$ cat config.mk
export PLATFORM = sky130hd
export DESIGN_NAME = pipe_ctrl
export DESIGN_NICKNAME = d
export VERILOG_FILES = /design/src/rtl/pipe_pkg.sv /design/src/rtl/pipe_ctrl_hazard_detect.sv /design/src/rtl/pipe_ctrl.sv
export SDC_FILE = /design/constraint.sdc
export NUM_CORES = 1
export LEC_CHECK = 0
export CORE_AREA = 2 2 39 41
export CTS_BUF_LIST = sky130_fd_sc_hd__clkbuf_4
export CTS_CLUSTER_SIZE = 28
export DETAILED_ROUTE_END_ITERATION = 16
export DIE_AREA = 0 0 41 43
export PLACE_DENSITY = 0.75
export SLEW_MARGIN = 5
export SYNTH_ARGS = -nofsm -noshare
export SYNTH_HDL_FRONTEND = slang
export SYNTH_HIERARCHICAL = 1
export SYNTH_SLANG_ARGS = --single-unit
export TNS_END_PERCENT = 30
$ cat constraint.sdc
create_clock -name clk -period 2.87 [get_ports clk]
set_input_delay 0.7175 -clock clk [delete_from_list [all_inputs] [get_ports clk]]
set_output_delay 0.7175 -clock clk [all_outputs]
set_load 0.005 [all_outputs]
$ cat src/rtl/pipe_pkg.sv
// Shared types, constants and helpers for the 5-stage pipeline sequencer.
package pipe_pkg;

  localparam int REG_AW_DEF = 5;
  localparam int REG_ZERO   = 0;

  localparam logic [0:0] ST_RUN  = 1'b0;
  localparam logic [0:0] ST_MDIV = 1'b1;

  typedef enum logic [0:0] {
    RUN  = 1'b0,
    MDIV = 1'b1
  } state_e;

  function automatic int cnt_w(input int lat);
    return $clog2(lat);
  endfunction

endpackage

$ cat src/rtl/pipe_ctrl_hazard_detect.sv
// Load-use hazard compare: a load in EX whose destination feeds the ID instruction.
module hazard_detect
  import pipe_pkg::*;
#(
  parameter int REG_AW = REG_AW_DEF
) (
  input  logic [REG_AW-1:0] id_rs1,
  input  logic [REG_AW-1:0] id_rs2,
  input  logic              id_rs1_used,
  input  logic              id_rs2_used,
  input  logic              ex_valid,
  input  logic              ex_mem_read,
  input  logic [REG_AW-1:0] ex_rd,
  output logic              ld_use
);

  logic rs1_hit;
  logic rs2_hit;

  assign rs1_hit = id_rs1_used && (id_rs1 == ex_rd);
  assign rs2_hit = id_rs2_used && (id_rs2 == ex_rd);
  // x0 is hardwired to zero, so a load targeting it never produces a dependency.
  assign ld_use  = ex_valid && ex_mem_read && (ex_rd != REG_AW'(REG_ZERO)) &&
                   (rs1_hit || rs2_hit);

endmodule

$ cat src/rtl/pipe_ctrl.sv
// Pipeline sequencer: enables/flushes for PC, IF/ID, ID/EX, EX/MEM, MEM/WB.
// Optional performance counters are built when PIPE_PERF_CNT_EN is defined.
module pipe_ctrl
  import pipe_pkg::*;
#(
  parameter int MDIV_LAT = 4,
  parameter int REG_AW   = REG_AW_DEF
) (
  input  logic              clk,
  input  logic              rst,
  input  logic [REG_AW-1:0] id_rs1,
  input  logic [REG_AW-1:0] id_rs2,
  input  logic              id_rs1_used,
  input  logic              id_rs2_used,
  input  logic              ex_valid,
  input  logic [REG_AW-1:0] ex_rd,
  input  logic              ex_mem_read,
  input  logic              ex_mdiv_start,
  input  logic              ex_branch_taken,
  input  logic              mem_wait,
`ifdef PIPE_PERF_CNT_EN
  output logic [31:0]       stall_cycles,
  output logic [31:0]       flush_events,
`endif
  output logic              pc_en,
  output logic              if_en,
  output logic              id_en,
  output logic              ex_en,
  output logic              mem_en,
  output logic              id_flush,
  output logic              ex_flush,
  output logic              mem_flush,
  output logic              mdiv_done
);

  localparam int CW = cnt_w(MDIV_LAT);

  logic [0:0]    state;
  logic [0:0]    state_nxt;
  logic [CW-1:0] cnt;
  logic [CW-1:0] cnt_nxt;
  logic          ld_use;

  hazard_detect #(.REG_AW(REG_AW)) u_hazard (
    .id_rs1      (id_rs1),
    .id_rs2      (id_rs2),
    .id_rs1_used (id_rs1_used),
    .id_rs2_used (id_rs2_used),
    .ex_valid    (ex_valid),
    .ex_mem_read (ex_mem_read),
    .ex_rd       (ex_rd),
    .ld_use      (ld_use)
  );

  always_comb begin
    pc_en     = 1'b1;
    if_en     = 1'b1;
    id_en     = 1'b1;
    ex_en     = 1'b1;
    mem_en    = 1'b1;
    id_flush  = 1'b0;
    ex_flush  = 1'b0;
    mem_flush = 1'b0;
    mdiv_done = 1'b0;
    state_nxt = state;
    cnt_nxt   = cnt;
    if (rst) begin
      {pc_en, if_en, id_en, ex_en, mem_en} = 5'b00000;
      {id_flush, ex_flush, mem_flush}      = 3'b111;
    end else if (state == ST_RUN) begin
      if (mem_wait) begin
        {pc_en, if_en, id_en, ex_en, mem_en} = 5'b00000;
      end else if (ex_valid && ex_branch_taken) begin
        id_flush = 1'b1;
        ex_flush = 1'b1;
      end else if (ex_valid && ex_mdiv_start) begin
        {pc_en, if_en, id_en, ex_en} = 4'b0000;
        mem_flush = 1'b1;
        state_nxt = ST_MDIV;
        cnt_nxt   = CW'(MDIV_LAT - 1);
      end else if (ld_use) begin
        pc_en    = 1'b0;
        if_en    = 1'b0;
        ex_flush = 1'b1;
      end
    end else begin
      // MUL/DIV holds EX; a memory wait freezes everything including the countdown.
      if (mem_wait) begin
        {pc_en, if_en, id_en, ex_en, mem_en} = 5'b00000;
      end else begin
        {pc_en, if_en, id_en, ex_en} = 4'b0000;
        if (cnt == CW'(1)) begin
          mdiv_done = 1'b1;
          ex_en     = 1'b1;
          state_nxt = ST_RUN;
          cnt_nxt   = '0;
        end else begin
          mem_flush = 1'b1;
          cnt_nxt   = cnt - CW'(1);
        end
      end
    end
  end

  always_ff @(posedge clk) begin
    if (rst) begin
      state <= ST_RUN;
      cnt   <= '0;
    end else begin
      state <= state_nxt;
      cnt   <= cnt_nxt;
    end
  end

`ifdef PIPE_PERF_CNT_EN
  // id_flush outside reset is raised only by a taken-branch flush.
  always_ff @(posedge clk) begin
    if (rst) begin
      stall_cycles <= '0;
      flush_events <= '0;
    end else begin
      if (!pc_en)   stall_cycles <= stall_cycles + 32'd1;
      if (id_flush) flush_events <= flush_events + 32'd1;
    end
  end
`endif

endmodule

Word-level counts from Yosys, hierarchy flattened:

Index checks and enable logic that the tools add are counted.

* reductions and logical operators: 11
* eq/ne operators: 4
* add/sub/neg operators: 1
* bitwise operators: 1
* multiplexer cells: 44

Operator list (count)
* $mux 1: 38
* $mux 2: 6
* $eq 5x5->1: 2
* $logic_and 1x1->1: 7
* $reduce_bool 5->1: 1
* $reduce_and 3->1: 1
* $eq 2x1->1 const B: 1
* $ne 2x2->1 const B: 1
* $reduce_bool 2->1: 1
* $sub 2x1->2 const B: 1
* $logic_or 1x1->1: 1
* $not 1->1: 1

* bits of input ports: 24
* word-level logic and storage cells: 63
* output and inout bits: 9
* register bits: 3

Depth between registers and ports, before layout:

* depth after elaboration: 10
* mapped depth: 8
* mapped depth without buffers: 7

Modules after synthesis:

Netlist, hierarchy kept.

By module, submodules not included
* pipe_ctrl: instances 1, cells each 34, area each 256.5 um2, sequential area each 60.1 um2
* hazard_detect: instances 1, cells each 17, area each 135.1 um2, sequential area each 0.0 um2

Least setup slack after synthesis:

Ideal clock, no wire load.

* path type: input to output
* from: input port ex_rd[2]
* to: output port pc_en
* data arrival time: 1.862 ns
* required time: 2.152 ns
* path buffers: 1
* slack: 0.291 ns
* stages: 7
* path through: or4_1 o211ai_2 a21oi_1 a21oi_1 a21oi_1 nor2_1 buf_4

* word-level cells in the longest chain between the ends: 10
* elaborated cells on any way between the ends: 14

Ends and longest elaborated chain
* start: declaration: RTL line pipe_ctrl.sv:16 `input logic [REG_AW-1:0] ex_rd,`
* $eq 5x5->1 (on tied branches): RTL line pipe_ctrl_hazard_detect.sv:20, pipe_ctrl_hazard_detect.sv:21
* $logic_and 1x1->1 (on tied branches): RTL line pipe_ctrl_hazard_detect.sv:20, pipe_ctrl_hazard_detect.sv:21
* $logic_or 1x1->1: RTL line pipe_ctrl_hazard_detect.sv:24 `(rs1_hit || rs2_hit);`
* $logic_and 1x1->1 (*): RTL line pipe_ctrl_hazard_detect.sv:23 `assign ld_use = ex_valid && ex_mem_read && (ex_rd != REG_AW'(REG_ZERO)) &&`
* named net ld_use: RTL line pipe_ctrl.sv:42 `logic ld_use;`
* $mux 1 (*) (6 in a row)
* end: declaration: RTL line pipe_ctrl.sv:25 `output logic pc_en,`

The timed path passes the listed nets; every way through them passes the cells marked *.

Final worst setup path:

* from: input port ex_rd[1]
* to: output port if_en

* word-level cells in the longest chain between the ends: 10
* elaborated cells on any way between the ends: 14

Ends and longest elaborated chain
* $eq 5x5->1 (on tied branches): RTL line pipe_ctrl_hazard_detect.sv:20, pipe_ctrl_hazard_detect.sv:21
* $logic_and 1x1->1 (on tied branches): RTL line pipe_ctrl_hazard_detect.sv:20, pipe_ctrl_hazard_detect.sv:21
* $logic_or 1x1->1: RTL line pipe_ctrl_hazard_detect.sv:24
* $logic_and 1x1->1 (*): RTL line pipe_ctrl_hazard_detect.sv:23
* named net ld_use: RTL line pipe_ctrl.sv:42
* $mux 1 (*): RTL line pipe_ctrl.sv:81 `end else if (ld_use) begin`
* $mux 1 (*): RTL line pipe_ctrl.sv:76 `end else if (ex_valid && ex_mdiv_start) begin`
* $mux 1 (*): RTL line pipe_ctrl.sv:73 `end else if (ex_valid && ex_branch_taken) begin`
* $mux 1 (*): RTL line pipe_ctrl.sv:71 `if (mem_wait) begin`
* $mux 1 (*): RTL line pipe_ctrl.sv:70 `end else if (state == ST_RUN) begin`
* $mux 1 (*): RTL line pipe_ctrl.sv:67 `if (rst) begin`
* end: declaration: RTL line pipe_ctrl.sv:26 `output logic if_en,`

Marks and branches as above.

==> metrics.md <==
| Metric | Value |
|---|---|
| Status | `finished, final reports clean` |
| Worst path required time | `roughly 2.2 ns` |
| CP Capture Type | `output pin` |
| TritonCTS buffer count | `3` |
| Max IR drop VDD | `around 0.22 mV` |
| Commonest non-fill, non-tap cells in the layout | `15 x buf_4, 10 x clkdlybuf4s50_1, 6 x buf_2, 6 x dlygate4sd2_1` |
| Layout cell share with drive strength beyond 1 | `0.500` |
| Drt initial violations | `0` |
| RSZ-0062 raised after global routing | `yes` |
| Adder-Cell Fraction of Synth Area | `0.0319` |
| Post-synthesis compound-gate area fraction | `0.176` |
| Core Area | `around 1400 µm²` |
| Die X | `approximately 41 µm` |
| Hold Path Cell Cnt | `2` |
| Period minus WS final | `2.83 ns` |
| Clk_lat worst skew | `between 0.2 and 0.25 ns` |
| Number of global-route vias before repair | `598` |
| # IOs | `33` |
| Post-synthesis mux area share | `0.0256` |
| Nets | `128` |
| Slowest cell on the critical path | `or4_4` |
| Crit Path Class | `in -> out` |
| H-tree levels | `1` |
| Net Sw Frac | `0.281` |
| Vias/cell | `~4.6` |
| Reg power frac | `0.193` |
| Reg clk slew, reported paths | `around 0.030 ns` |
| # setup viols final | `0` |
| Synthesized Nets | `76` |
| Tcrit/Tclk final | `0.986` |
| Most common cell after layout, fill and taps aside | `buf_4` |
| Cells after Synth | `51` |
| Fin cells | `between 100 and 150` |
| Ys Warns | `6` |
| Reg2reg end | `cnt[0]$_SDFFE_PP0P_` |
| Detailed placement HPWL | `1.20 mm` |
| Crit-path most repeated cell | `a21oi_2` |
| Largest family of logic cells by synthesized area | `simple AND/OR/NAND/NOR gates` |
| Met1 usage | `0.193` |
| Area Overhead vs Synth | `136%` |
| Count of cell types in the netlist | `25` |
| Die footprint | `~1800 µm²` |
| R2R setup slack | `1.87 ns` |
| Worst-path maximum fanout | `3` |
| Hold Violations, Final | `0` |
| Cell internal pwr | `about 170 µW` |
| Root Driver | `clkbuf_4` |
| Port bufs | `32` |
| CTS tree | `yes` |
| #FFs+latches synth | `3` |
| Total number of vias | `about 540` |
| Max_cap viols | `0` |
| Wire length of the first global-routing pass | `between 2 and 2.5 mm` |
| Combinational Power Share | `0.456` |
| Max Fclk | `roughly 0.35 GHz` |
| Post-synthesis sequential area ratio | `0.153` |
| Rel. slew slack | `0.821` |
| Most Used Layer, Global Route | `met2` |
| DR pass1 iterations | `1` |
| Total power | `234 µW` |
| Sw power | `approximately 66 µW` |
| Grt met3 use | `0.0628` |
| Pleak | `0.411 nW` |
| Rows | `14` |
| CP bufs+invs | `3` |
| Maximum buffer depth of the clock tree | `2` |
| Die height | `43 µm` |
| WL per Instance | `12.7 µm` |
| Detail Route Antenna Nets | `0` |
| Critical hold path startpoint | `state$_SDFF_PP0_` |
| Post-Synth XOR/XNOR Area | `0.224` |
| Clock sinks | `3` |
| Startpoint types | `input pin` |
| Hold Crit Class | `reg -> reg` |
| Placer Congestion | `0.667` |
| Critical path data arrival time | `about 2.1 ns` |
| Synth Area in Simple Gates | `0.304` |
| End-of-flow core utilization | `0.668` |
| Initial Utilization | `0.283` |
| Placed Cells | `approximately 110` |
| Reg2Reg Depth | `4` |
| Worst-path cell chain | `buf_12 -> or4_4 -> o211ai_2 -> a21oi_2 -> buf_4 -> a21oi_2 -> a21oi_2 -> nor2_2 -> buf_2` |
| Clock Skew | `between 0.00015 and 0.0002 ns` |
| Clock power share | `0.351` |
| Min-Delay Endpoint | `state$_SDFF_PP0_` |
| Syn_area_per_cell | `7.68 µm²` |
| Final WL | `roughly 1.5 mm` |
| Ant. Diodes | `0` |
| Fin. max-slew vios | `0` |
| Critical path's largest stage delay | `approximately 0.53 ns` |
| Total congestion overflow | `0` |
| PwrDens | `between 200 and 300 nW/µm²` |
| Total track usage | `0.195` |
| Largest net degree at the start of global routing | `8` |
| R2R Path Start | `state$_SDFF_PP0_` |
| GR Util met2 | `0.334` |
| Synth Cell Area | `~400 µm²` |
| Antenna violations before repair | `0` |
| Worst path top cell family by delay | `simple AND/OR/NAND/NOR gates` |
| Worst-Margin Slew | `~0.27 ns` |
| DRC viols | `0` |
==> worst max-delay path by stage <==
stage	startpoint	endpoint	slack, ns	cells after the start
3_5_place_dp	ex_rd[2]	if_en	-0.67	8
6_report	ex_rd[1]	if_en	0.04	9
2_1_floorplan	ex_rd[2]	pc_en	0.29	7
5_1_grt	id_rs2[3]	if_en	-0.07	10
4_1_cts	ex_rd[4]	if_en	0.005	9
3_3_place_gp	ex_rd[2]	if_en	-0.59	8
==> layout make-up <==
class	instances	area (µm²)
inverter	4	15.0
timing repair buffer	49	407
tap	16	20.0
multi-input combinational	42	393
clock buffer	4	30.0
sequential	3	60.1
fill	119	459
==> cells by family after synthesis <==
group,count (synthesis)
buffers and inverters,6
multiplexers,1
adder cells (fa/ha/maj),1
AO/OA/AOI/OAI,10
AND/OR/NAND/NOR,20
flip-flops,3
XOR/XNOR,10
==> worst reg2reg max path, cell delays in order (launching register included) <==
cell      delay, ns
dfxtp_1        0.41
nand2b_1       0.13
buf_4          0.16
mux2i_1        0.14
nor3_1         0.06
==> repair_timing <==
item,in CTS,in global routing
gates cloned,0,0
gates resized for setup,54,26
pin swaps,13,13
hold buffers,0,0
buffers inserted,2,1
endpoints found under the setup margin,7,4
==> synthesized netlist by cell type <==
library cell / number / area share
xor2_1: 8 / 0.18
nor3_1: 5 / 0.064
a21oi_1: 4 / 0.051
inv_1: 4 / 0.038
dfxtp_1: 3 / 0.15
nor2_1: 3 / 0.029
a31o_1: 2 / 0.045
nand2_1: 2 / 0.019
nand3_1: 2 / 0.026
nor4_1: 2 / 0.032
xnor2_1: 2 / 0.045
and3b_2: 1 / 0.026
buf_4: 1 / 0.019
buf_6: 1 / 0.029
ha_1: 1 / 0.032
mux2i_1: 1 / 0.026
nand2b_1: 1 / 0.016
nor2_4: 1 / 0.029
o211ai_1: 1 / 0.019
o211ai_2: 1 / 0.032
o21ai_0: 1 / 0.013
o22ai_1: 1 / 0.016
or2_1: 1 / 0.016
or3_4: 1 / 0.029
or4_1: 1 / 0.019
==> through the flow <==
step / TNS (ns) / setup slack, ns / hold slack (ns) / cell area (µm²)
3_5_place_dp: -2.20 / -0.669 / 0.540 / 818
2_1_floorplan: 0 / 0.291 / 0.502 / 392
4_1_cts: 0 / 0.00467 / 0.546 / 850
5_1_grt: -0.129 / -0.0660 / 0.603 / 925
3_3_place_gp: -1.94 / -0.591 / 0.537 / 818
6_report: 0 / 0.0397 / 0.551 / 925
==> layer usage <==
metal  vias to the layer above  wire length (µm)
met2                        26               780
met5                         -                 0
met4                         0                 0
met3                         0               218
met1                       239               501
li1                        276                 -
==> state kept, by name, summed over array words and instances (netlist names) <==
name and flops:
state 1, cnt 2
==> power by group through the flow <==
stage	Combinational, mW	Clock (mW)	Sequential [mW]
global placement	0.0972	0	0.0457
detailed placement	0.0999	0	0.0458
finish	0.107	0.0821	0.0452
global route	0.116	0.0932	0.0454
floorplan	0.0323	0	0.0455
CTS	0.0939	0.0877	0.0452
No activity file was read; power rests on OpenSTA's default activity.
